--- src/rtl/stopwatch_core.sv ---
// -----------------------------------------------------------------------------
// stopwatch_core
// Time-keeping stage behind the 1 Hz divider. Turns each active edge of the
// divided square wave into a one-cycle tick and runs a BCD mm:ss counter
// (00:00 .. 59:59) under an IDLE / RUN / PAUSE start-stop-clear controller.
//
// Parameters:
//   TICK_POS_EDGE  1: count on rising edge of tick_in, 0: on falling edge
//   WRAP_STOP      0: 59:59 wraps to 00:00 and keeps running
//                  1: 59:59 is held and the controller drops to PAUSE
//
// Optional feature macro: STOPWATCH_LAP_EN
//   When defined, adds the lap input and a display-hold (lap freeze) register.
//
// Ports:
//   Clk         system clock; every input is synchronous to it
//   rst         synchronous, active-high reset
//   tick_in     divided 1 Hz level (square wave, same clock domain)
//   start_stop  one-cycle pulse, toggles run / pause
//   clear       one-cycle pulse, zero the count and go idle
//   lap         (STOPWATCH_LAP_EN only) one-cycle pulse, toggles display freeze
//   sec_lo      seconds units BCD (0-9)
//   sec_hi      seconds tens BCD (0-5)
//   min_lo      minutes units BCD (0-9)
//   min_hi      minutes tens BCD (0-5)
//   running     high while in RUN
//   wrap        one-cycle pulse on the 59:59 terminal tick
// -----------------------------------------------------------------------------
module stopwatch_core #(
    parameter bit TICK_POS_EDGE = 1'b1,
    parameter bit WRAP_STOP     = 1'b0
) (
    input  logic       Clk,
    input  logic       rst,
    input  logic       tick_in,
    input  logic       start_stop,
    input  logic       clear,
`ifdef STOPWATCH_LAP_EN
    input  logic       lap,
`endif
    output logic [3:0] sec_lo,
    output logic [3:0] sec_hi,
    output logic [3:0] min_lo,
    output logic [3:0] min_hi,
    output logic       running,
    output logic       wrap
);

    localparam int unsigned DIGIT_W = 4;
    localparam logic [DIGIT_W-1:0] UNIT_MAX = DIGIT_W'(9);
    localparam logic [DIGIT_W-1:0] TENS_MAX = DIGIT_W'(5);
    localparam logic [DIGIT_W-1:0] ONE      = DIGIT_W'(1);

    typedef enum logic [1:0] {
        IDLE  = 2'd0,
        RUN   = 2'd1,
        PAUSE = 2'd2
    } state_t;

    state_t             state;
    logic               tick_prev;
    logic               tick;

    // Live count registers
    logic [DIGIT_W-1:0] cnt_sec_lo;
    logic [DIGIT_W-1:0] cnt_sec_hi;
    logic [DIGIT_W-1:0] cnt_min_lo;
    logic [DIGIT_W-1:0] cnt_min_hi;

    // Count value after one increment
    logic [DIGIT_W-1:0] inc_sec_lo;
    logic [DIGIT_W-1:0] inc_sec_hi;
    logic [DIGIT_W-1:0] inc_min_lo;
    logic [DIGIT_W-1:0] inc_min_hi;

    logic               sec_lo_max;
    logic               sec_hi_max;
    logic               min_lo_max;
    logic               min_hi_max;
    logic               terminal;
    logic               hold_at_terminal;

    // Edge detect on the divided clock, treated purely as data
    always_comb begin
        if (TICK_POS_EDGE) begin
            tick = tick_in & ~tick_prev;
        end else begin
            tick = ~tick_in & tick_prev;
        end
    end

    // BCD increment chain; ">=" keeps any out-of-range digit from propagating
    always_comb begin
        sec_lo_max = (cnt_sec_lo >= UNIT_MAX);
        sec_hi_max = (cnt_sec_hi >= TENS_MAX);
        min_lo_max = (cnt_min_lo >= UNIT_MAX);
        min_hi_max = (cnt_min_hi >= TENS_MAX);
        terminal   = sec_lo_max & sec_hi_max & min_lo_max & min_hi_max;

        inc_sec_lo = cnt_sec_lo;
        inc_sec_hi = cnt_sec_hi;
        inc_min_lo = cnt_min_lo;
        inc_min_hi = cnt_min_hi;

        if (!sec_lo_max) begin
            inc_sec_lo = cnt_sec_lo + ONE;
        end else begin
            inc_sec_lo = '0;
            if (!sec_hi_max) begin
                inc_sec_hi = cnt_sec_hi + ONE;
            end else begin
                inc_sec_hi = '0;
                if (!min_lo_max) begin
                    inc_min_lo = cnt_min_lo + ONE;
                end else begin
                    inc_min_lo = '0;
                    inc_min_hi = min_hi_max ? '0 : (cnt_min_hi + ONE);
                end
            end
        end
    end

    // At terminal count with WRAP_STOP the digits stay at 59:59
    assign hold_at_terminal = terminal & WRAP_STOP;

    // Controller, counter and status outputs; priority clear > start_stop > tick
    always_ff @(posedge Clk) begin
        if (rst) begin
            state      <= IDLE;
            running    <= 1'b0;
            wrap       <= 1'b0;
            tick_prev  <= TICK_POS_EDGE;
            cnt_sec_lo <= '0;
            cnt_sec_hi <= '0;
            cnt_min_lo <= '0;
            cnt_min_hi <= '0;
        end else begin
            tick_prev <= tick_in;
            wrap      <= 1'b0;

            if (clear) begin
                state      <= IDLE;
                running    <= 1'b0;
                cnt_sec_lo <= '0;
                cnt_sec_hi <= '0;
                cnt_min_lo <= '0;
                cnt_min_hi <= '0;
            end else begin
                case (state)
                    IDLE: begin
                        if (start_stop) begin
                            state   <= RUN;
                            running <= 1'b1;
                        end
                    end

                    RUN: begin
                        // A tick coinciding with start_stop is still counted
                        if (tick) begin
                            if (!hold_at_terminal) begin
                                cnt_sec_lo <= inc_sec_lo;
                                cnt_sec_hi <= inc_sec_hi;
                                cnt_min_lo <= inc_min_lo;
                                cnt_min_hi <= inc_min_hi;
                            end
                            if (terminal) begin
                                wrap <= 1'b1;
                            end
                            if (hold_at_terminal) begin
                                state   <= PAUSE;
                                running <= 1'b0;
                            end
                        end
                        if (start_stop) begin
                            state   <= PAUSE;
                            running <= 1'b0;
                        end
                    end

                    PAUSE: begin
                        if (start_stop) begin
                            state   <= RUN;
                            running <= 1'b1;
                        end
                    end

                    default: begin
                        state   <= IDLE;
                        running <= 1'b0;
                    end
                endcase
            end
        end
    end

`ifdef STOPWATCH_LAP_EN
    logic               freeze;
    logic [DIGIT_W-1:0] hold_sec_lo;
    logic [DIGIT_W-1:0] hold_sec_hi;
    logic [DIGIT_W-1:0] hold_min_lo;
    logic [DIGIT_W-1:0] hold_min_hi;

    // Lap freeze: capture the live count when freezing, release on the next lap
    always_ff @(posedge Clk) begin
        if (rst) begin
            freeze      <= 1'b0;
            hold_sec_lo <= '0;
            hold_sec_hi <= '0;
            hold_min_lo <= '0;
            hold_min_hi <= '0;
        end else if (clear) begin
            freeze <= 1'b0;
        end else if (lap && (state == RUN)) begin
            freeze <= ~freeze;
            if (!freeze) begin
                hold_sec_lo <= cnt_sec_lo;
                hold_sec_hi <= cnt_sec_hi;
                hold_min_lo <= cnt_min_lo;
                hold_min_hi <= cnt_min_hi;
            end
        end
    end

    // Display selects between two register banks; no input reaches it directly
    assign sec_lo = freeze ? hold_sec_lo : cnt_sec_lo;
    assign sec_hi = freeze ? hold_sec_hi : cnt_sec_hi;
    assign min_lo = freeze ? hold_min_lo : cnt_min_lo;
    assign min_hi = freeze ? hold_min_hi : cnt_min_hi;
`else
    assign sec_lo = cnt_sec_lo;
    assign sec_hi = cnt_sec_hi;
    assign min_lo = cnt_min_lo;
    assign min_hi = cnt_min_hi;
`endif

endmodule

--- config.mk ---
export PLATFORM = sky130hd
export DESIGN_NAME = stopwatch_core
export DESIGN_NICKNAME = d
export VERILOG_FILES = /design/src/rtl/stopwatch_core.sv
export SDC_FILE = /design/constraint.sdc
export NUM_CORES = 1
export LEC_CHECK = 0
export BUFFER_PORTS_ARGS = -buffer_cell sky130_fd_sc_hd__buf_4
export CORE_MARGIN = 1.5
export CORE_UTILIZATION = 40
export CTS_CLUSTER_SIZE = 20
export DETAILED_ROUTE_END_ITERATION = 7
export PLACE_DENSITY = 0.6
export RECOVER_POWER = 100
export SETUP_SLACK_MARGIN = 0.05
export SLEW_MARGIN = 30
export SYNTH_ARGS = -nofsm -noshare
export SYNTH_HDL_FRONTEND = slang
export SYNTH_SLANG_ARGS = --single-unit
--- constraint.sdc ---
create_clock -name Clk -period 5 [get_ports Clk]
set_input_delay 0.25 -clock Clk [delete_from_list [all_inputs] [get_ports Clk]]
set_output_delay 0.25 -clock Clk [all_outputs]
set_load 0.02 [all_outputs]
# --- Word level (Yosys, flattened, before mapping) ---
# Index checks and enable logic that the tools add are counted.
word_totals:
  regBits: 21
  inputBits: 5
  out_inout_bits: 18
  elab_cells: 47
classes:
  n_addsub: 4
  magnitude_cmp: 4
  n_eq_ne: 4
  n_mux: 11
  bitwise: 7
  reduce_logical: 9
op_table:
  columns: ["cell", "count"]
  rows:
  - ["$add 4x1->4 const B", 4]
  - ["$mux 4", 4]
  - ["$ge 4x3->1 const B", 2]
  - ["$ge 4x4->1 const B", 2]
  - ["$reduce_and 5->1", 1]
  - ["$and 1x1->1", 4]
  - ["$mux 2", 2]
  - ["$pmux 2 s2", 1]
  - ["$reduce_and 2->1", 2]
  - ["$reduce_and 4->1", 1]
  - ["$reduce_or 2->1", 2]
  - ["$reduce_or 4->1", 1]
  - ["$mux 1", 3]
  - ["$not 1->1", 3]
  - ["$reduce_and 3->1", 1]
  - ["$eq 2x1->1 const B", 1]
  - ["$eq 2x2->1 const B", 1]
  - ["$logic_not 2->1", 1]
  - ["$ne 2x1->1 const B", 1]
  - ["$ne 2x2->1 const B", 1]
  - ["$pmux 1 s2", 1]

# --- Depth between registers and ports, before layout ---
logic_depth:
  word_depth: 5
  mapped_depth: 7
  ltp_nobuf: 6

# --- Least setup slack after synthesis ---
# OpenSTA, ideal clock, no wires.
synth_timing:
  path_type: "flip-flop to flip-flop"
  from: "reg cnt_sec_lo[1], in the netlist sec_lo[1]"
  to: "reg cnt_min_lo[2], in the netlist min_lo[2]"
  setup_ns: 0.117
  t_arrival_ns: 1.686
  t_required_ns: 4.883
  path_slack_ns: 3.197
  path_stages_with_launch: 8
  path_buffers: 1
  synth_period_minus_slack_ns: 1.803
  cell_sequence: "dfxtp_1 > inv_1 > ha_1 > or3b_1 > nand3_1 > buf_2 > nor2_1 > a32o_1"
synth_between:
  elab_chain_len: 2
synth_rtl:
  columns: ["element", "line", "source"]
  rows:
  - ["start: declaration", "65", "logic [DIGIT_W-1:0] cnt_sec_lo;"]
  - ["start signal: assignment", "161", "cnt_sec_lo <= inc_sec_lo;"]
  - ["$ge 4x4->1", "94", "sec_lo_max = (cnt_sec_lo >= UNIT_MAX);"]
  - ["$reduce_and 4->1 (no line)", null, null]
  - ["end signal: assignment", "163", "cnt_min_lo <= inc_min_lo;"]
  - ["end: declaration", "67", "logic [DIGIT_W-1:0] cnt_min_lo;"]
# No other way between the ends.
# A chain may end at the register's enable or synchronous reset.

# --- Worst setup path after layout ---
layout_timing:
  from: "reg cnt_sec_hi[1], in the netlist sec_hi[1]"
  to: "reg cnt_min_lo[2], in the netlist min_lo[2]"
layout_between:
  elab_chain_len: 2
layout_rtl:
  columns: ["element", "line", "source"]
  rows:
  - ["start: declaration", "66", "logic [DIGIT_W-1:0] cnt_sec_hi;"]
  - ["start signal: assignment", "162", "cnt_sec_hi <= inc_sec_hi;"]
  - ["$ge 4x3->1", "95", "sec_hi_max = (cnt_sec_hi >= TENS_MAX);"]
  - ["$reduce_and 4->1 (no line)", null, null]
# No other way between the ends.

==> flow_metrics.py <==
metrics = {
    "hold_path": {
        "hold_path_depth": 2,
        "hp-class": "in -> reg",
    },
    "critical_path": {
        "end_kind": "register",
        "slowest_delay_ns": 0.59,
        "slowest_stage": "a21oi_1",
        "worst-setup-path-type": "reg -> reg",
        "cp.depth": 6,
        "worst_ep_required_time_ns": 5.22,
        "critPathLaunchType": "register",
        "path_cells": "inv_1 > ha_1 > nand2b_1 > a21oi_1 > nor2_1 > a32o_1",
        "rr_worst_depth": 6,
        "worst-path-max-fanout": 10,
        "crit_buf_inv": 1,
        "arrival_ns": 2.11,
        "crit_family": "compound AO/OA/AOI/OAI gates",
    },
    "timing": {
        "slew_headroom": 0.524,
        "slew_viol_final": 0,
        "fmax_ghz": 0.530,
        "rsz0062_at_grt": "no",
        "worst_slew_pin_slew_ns": 0.708,
        "clock_skew_ns": 0.00909,
        "finalCritPeriodShare": 0.377,
        "setup_viol": 0,
        "hold_viol_final": 0,
        "period_needed_ns": 1.89,
        "fin_setup_tns_ns": 0,
    },
    "cts": {
        "clk_latency_ns": 0.31,
        "clk_pin_slew_ns": 0.12,
        "cts_tree": "yes",
        "max-clock-path-buffers": 2,
        "cts_setup_buffers": 0,
        "cts_hold_buf": 0,
        "postCtsResizedCells": 0,
        "cts.sinks": 21,
        "root_buffer": "clkbuf_4",
        "cts.htree.levels": 1,
        "cts_buffers": 3,
    },
    "outcome": {
        "status": "complete, no violations",
    },
    "pwr": {
        "total_power_w": 0.000262,
        "p_leak_nw": 0.480,
        "seqPwrFrac": 0.646,
        "power-per-cell-area_nw_per_um2": 207,
        "p_clk_frac": 0.316,
        "power.switching_w": 0.0000599,
        "combPwrFrac": 0.039,
        "p_sw_frac": 0.228,
        "internal-power_w": 0.000202,
        "max-vdd-ir-drop_mv": 0.142,
    },
    "placement": {
        "place.gp.congestion": 0.745,
        "hpwl_mm": 1.65,
        "portBuffers": 22,
    },
    "layout": {
        "final_cell_mix": "dfxtp_1 (21), clkbuf_1 (19), nor2_1 (12), ha_1 (12)",
        "mostFrequentLayoutCell": "dfxtp_1",
        "drive_above_1_share": 0.0805,
        "nets": 167,
        "fillCellCount": 284,
        "n_antenna_cell": 0,
        "area_growth_pct": 9.63,
        "fin_util": 0.460,
    },
    "floorplan": {
        "io-pin-count": 23,
        "die_y_um": 56.8,
        "dieArea_um2": 3220,
        "die_w_um": 56.8,
        "core_area_um2": 2760,
        "rows": 19,
        "start_util": 0.419,
    },
    "global_routing": {
        "antenna_found_initial": 0,
        "grt_overflow": 0,
        "grtUsageTotal": 0.155,
        "first_global_vias": 921,
        "grt_pass1_wl_mm": 4.03,
        "grt_max_degree": 15,
    },
    "yosys": {
        "ys_warn_count": 0,
        "avgSynthCellArea_um2": 9.03,
        "synthesis.area_um2": 1160,
        "synth_cell_types": 36,
        "ys_ff_latch": 21,
        "synth.area.top_cells": "dfxtp_1 (36%), ha_1 (13%), a21oi_1 (4.8%), nor2_1 (3.9%), inv_1 (3.6%)",
        "synth_edf_count": 0,
        "synthFlopType": "dfxtp_1",
        "syn_inst": 128,
        "yosysTopAreaCell": "dfxtp_1",
        "synthesis.nets": 145,
        "async_reset_ff_frac": 0,
        "yosysTopAreaCellShare": 0.364,
        "ys_seq_area_frac": 0.364,
    },
    "routing": {
        "route.detailed.drc": 0,
        "totalWireLength_mm": 2.28,
        "vias_per_cell": 5.40,
        "vias": 972,
        "dr.pass1.iters": 4,
        "ant_nets": 0,
        "avgRoutedWirePerCell_um": 12.7,
        "first_iter_violations": 24,
    },
    "flow_run": {
        "cap_violations": 0,
    },
}
worst register-to-register path, stage by stage (launching register included):
cell and delay, ns:
dfxtp_1 0.41, inv_1 0.08, ha_1 0.17, nand2b_1 0.15, a21oi_1 0.59, nor2_1 0.16
a32o_1 0.24
final timing paths:
path	to	slack [ns]	startpoint
min	tick_prev	0.14	tick_in
max reg2reg	min_lo[2]	3.11	sec_hi[1]
min reg2reg	sec_hi[3]	0.50	sec_hi[3]
max	min_lo[2]	3.11	sec_hi[1]
area by class of cell:
| type | instances | area [µm²] | share of cell area |
|---|---|---|---|
| Inverter | 11 | 41.3 | 0.0326 |
| Clock buffer | 3 | 22.5 | 0.0178 |
| Timing Repair Buffer | 22 | 93.8 | 0.0740 |
| Multi-Input combinational cell | 91 | 646 | 0.509 |
| Clock inverter | 1 | 5.00 | 0.00395 |
| Sequential cell | 21 | 420 | 0.332 |
| Tap cell | 31 | 38.8 | 0.0306 |
flip-flops by register name, summed over array words and instances, names as in the netlist:
signal / cells
state: 2
min_hi: 4
wrap: 1
min_lo: 4
tick_prev: 1
running: 1
sec_lo: 4
sec_hi: 4
synthesized netlist by cell type (2+ instances only):
cell and number:
inv_1 11, nor3_1 3, o211a_1 2, xor2_1 2
o31ai_1 4, nand2b_1 2, nand3_1 5, ha_1 12
nor2_1 12, nand2_1 7, nor4b_1 2, clkbuf_1 2
dfxtp_1 21, a211oi_1 2, xnor2_1 2, o21ai_0 3
nand4_1 6, a21oi_1 11, or2_2 2
kinds of logic after synthesis:
| logic type | Yosys count | synth area share |
|---|---|---|
| AO/OA/AOI/OAI | 29 | 0.180 |
| buffers and inverters | 16 | 0.0736 |
| XOR/XNOR | 4 | 0.0303 |
| multiplexers | 1 | 0.00866 |
| adder cells (fa/ha/maj) | 12 | 0.130 |
| flip-flops | 21 | 0.364 |
| AND/OR/NAND/NOR | 45 | 0.214 |
per-layer routing:
metal  GRT usage  share of wire
met4      0.0698          0.020
met5           0              0
met2       0.239           0.42
met3      0.0276          0.041
met1       0.212           0.52
power by group through the flow:
stage	registers, W	clock network (W)	logic (W)
finish	0.000169	0.0000828	0.0000101
CTS	0.000170	0.0000852	0.0000108
global placement	0.000173	0	0.0000106
floorplan	0.000174	0	0.00000561
global route	0.000170	0.0000942	0.0000112
detailed placement	0.000173	0	0.0000107
metrics by stage:
stage / instance area (µm²) / setup slack, ns / cells / hold slack [ns]
2_1_floorplan: 1160 / 3.20 / 128 / 0.354
3_3_place_gp: 1320 / 3.21 / 176 / 0.448
3_5_place_dp: 1320 / 3.14 / 176 / 0.449
4_1_cts: 1340 / 3.14 / 180 / 0.129
5_1_grt: 1270 / 2.97 / 180 / 0.120
6_report: 1270 / 3.11 / 180 / 0.136
No activity file was read; power rests on OpenSTA's default activity.
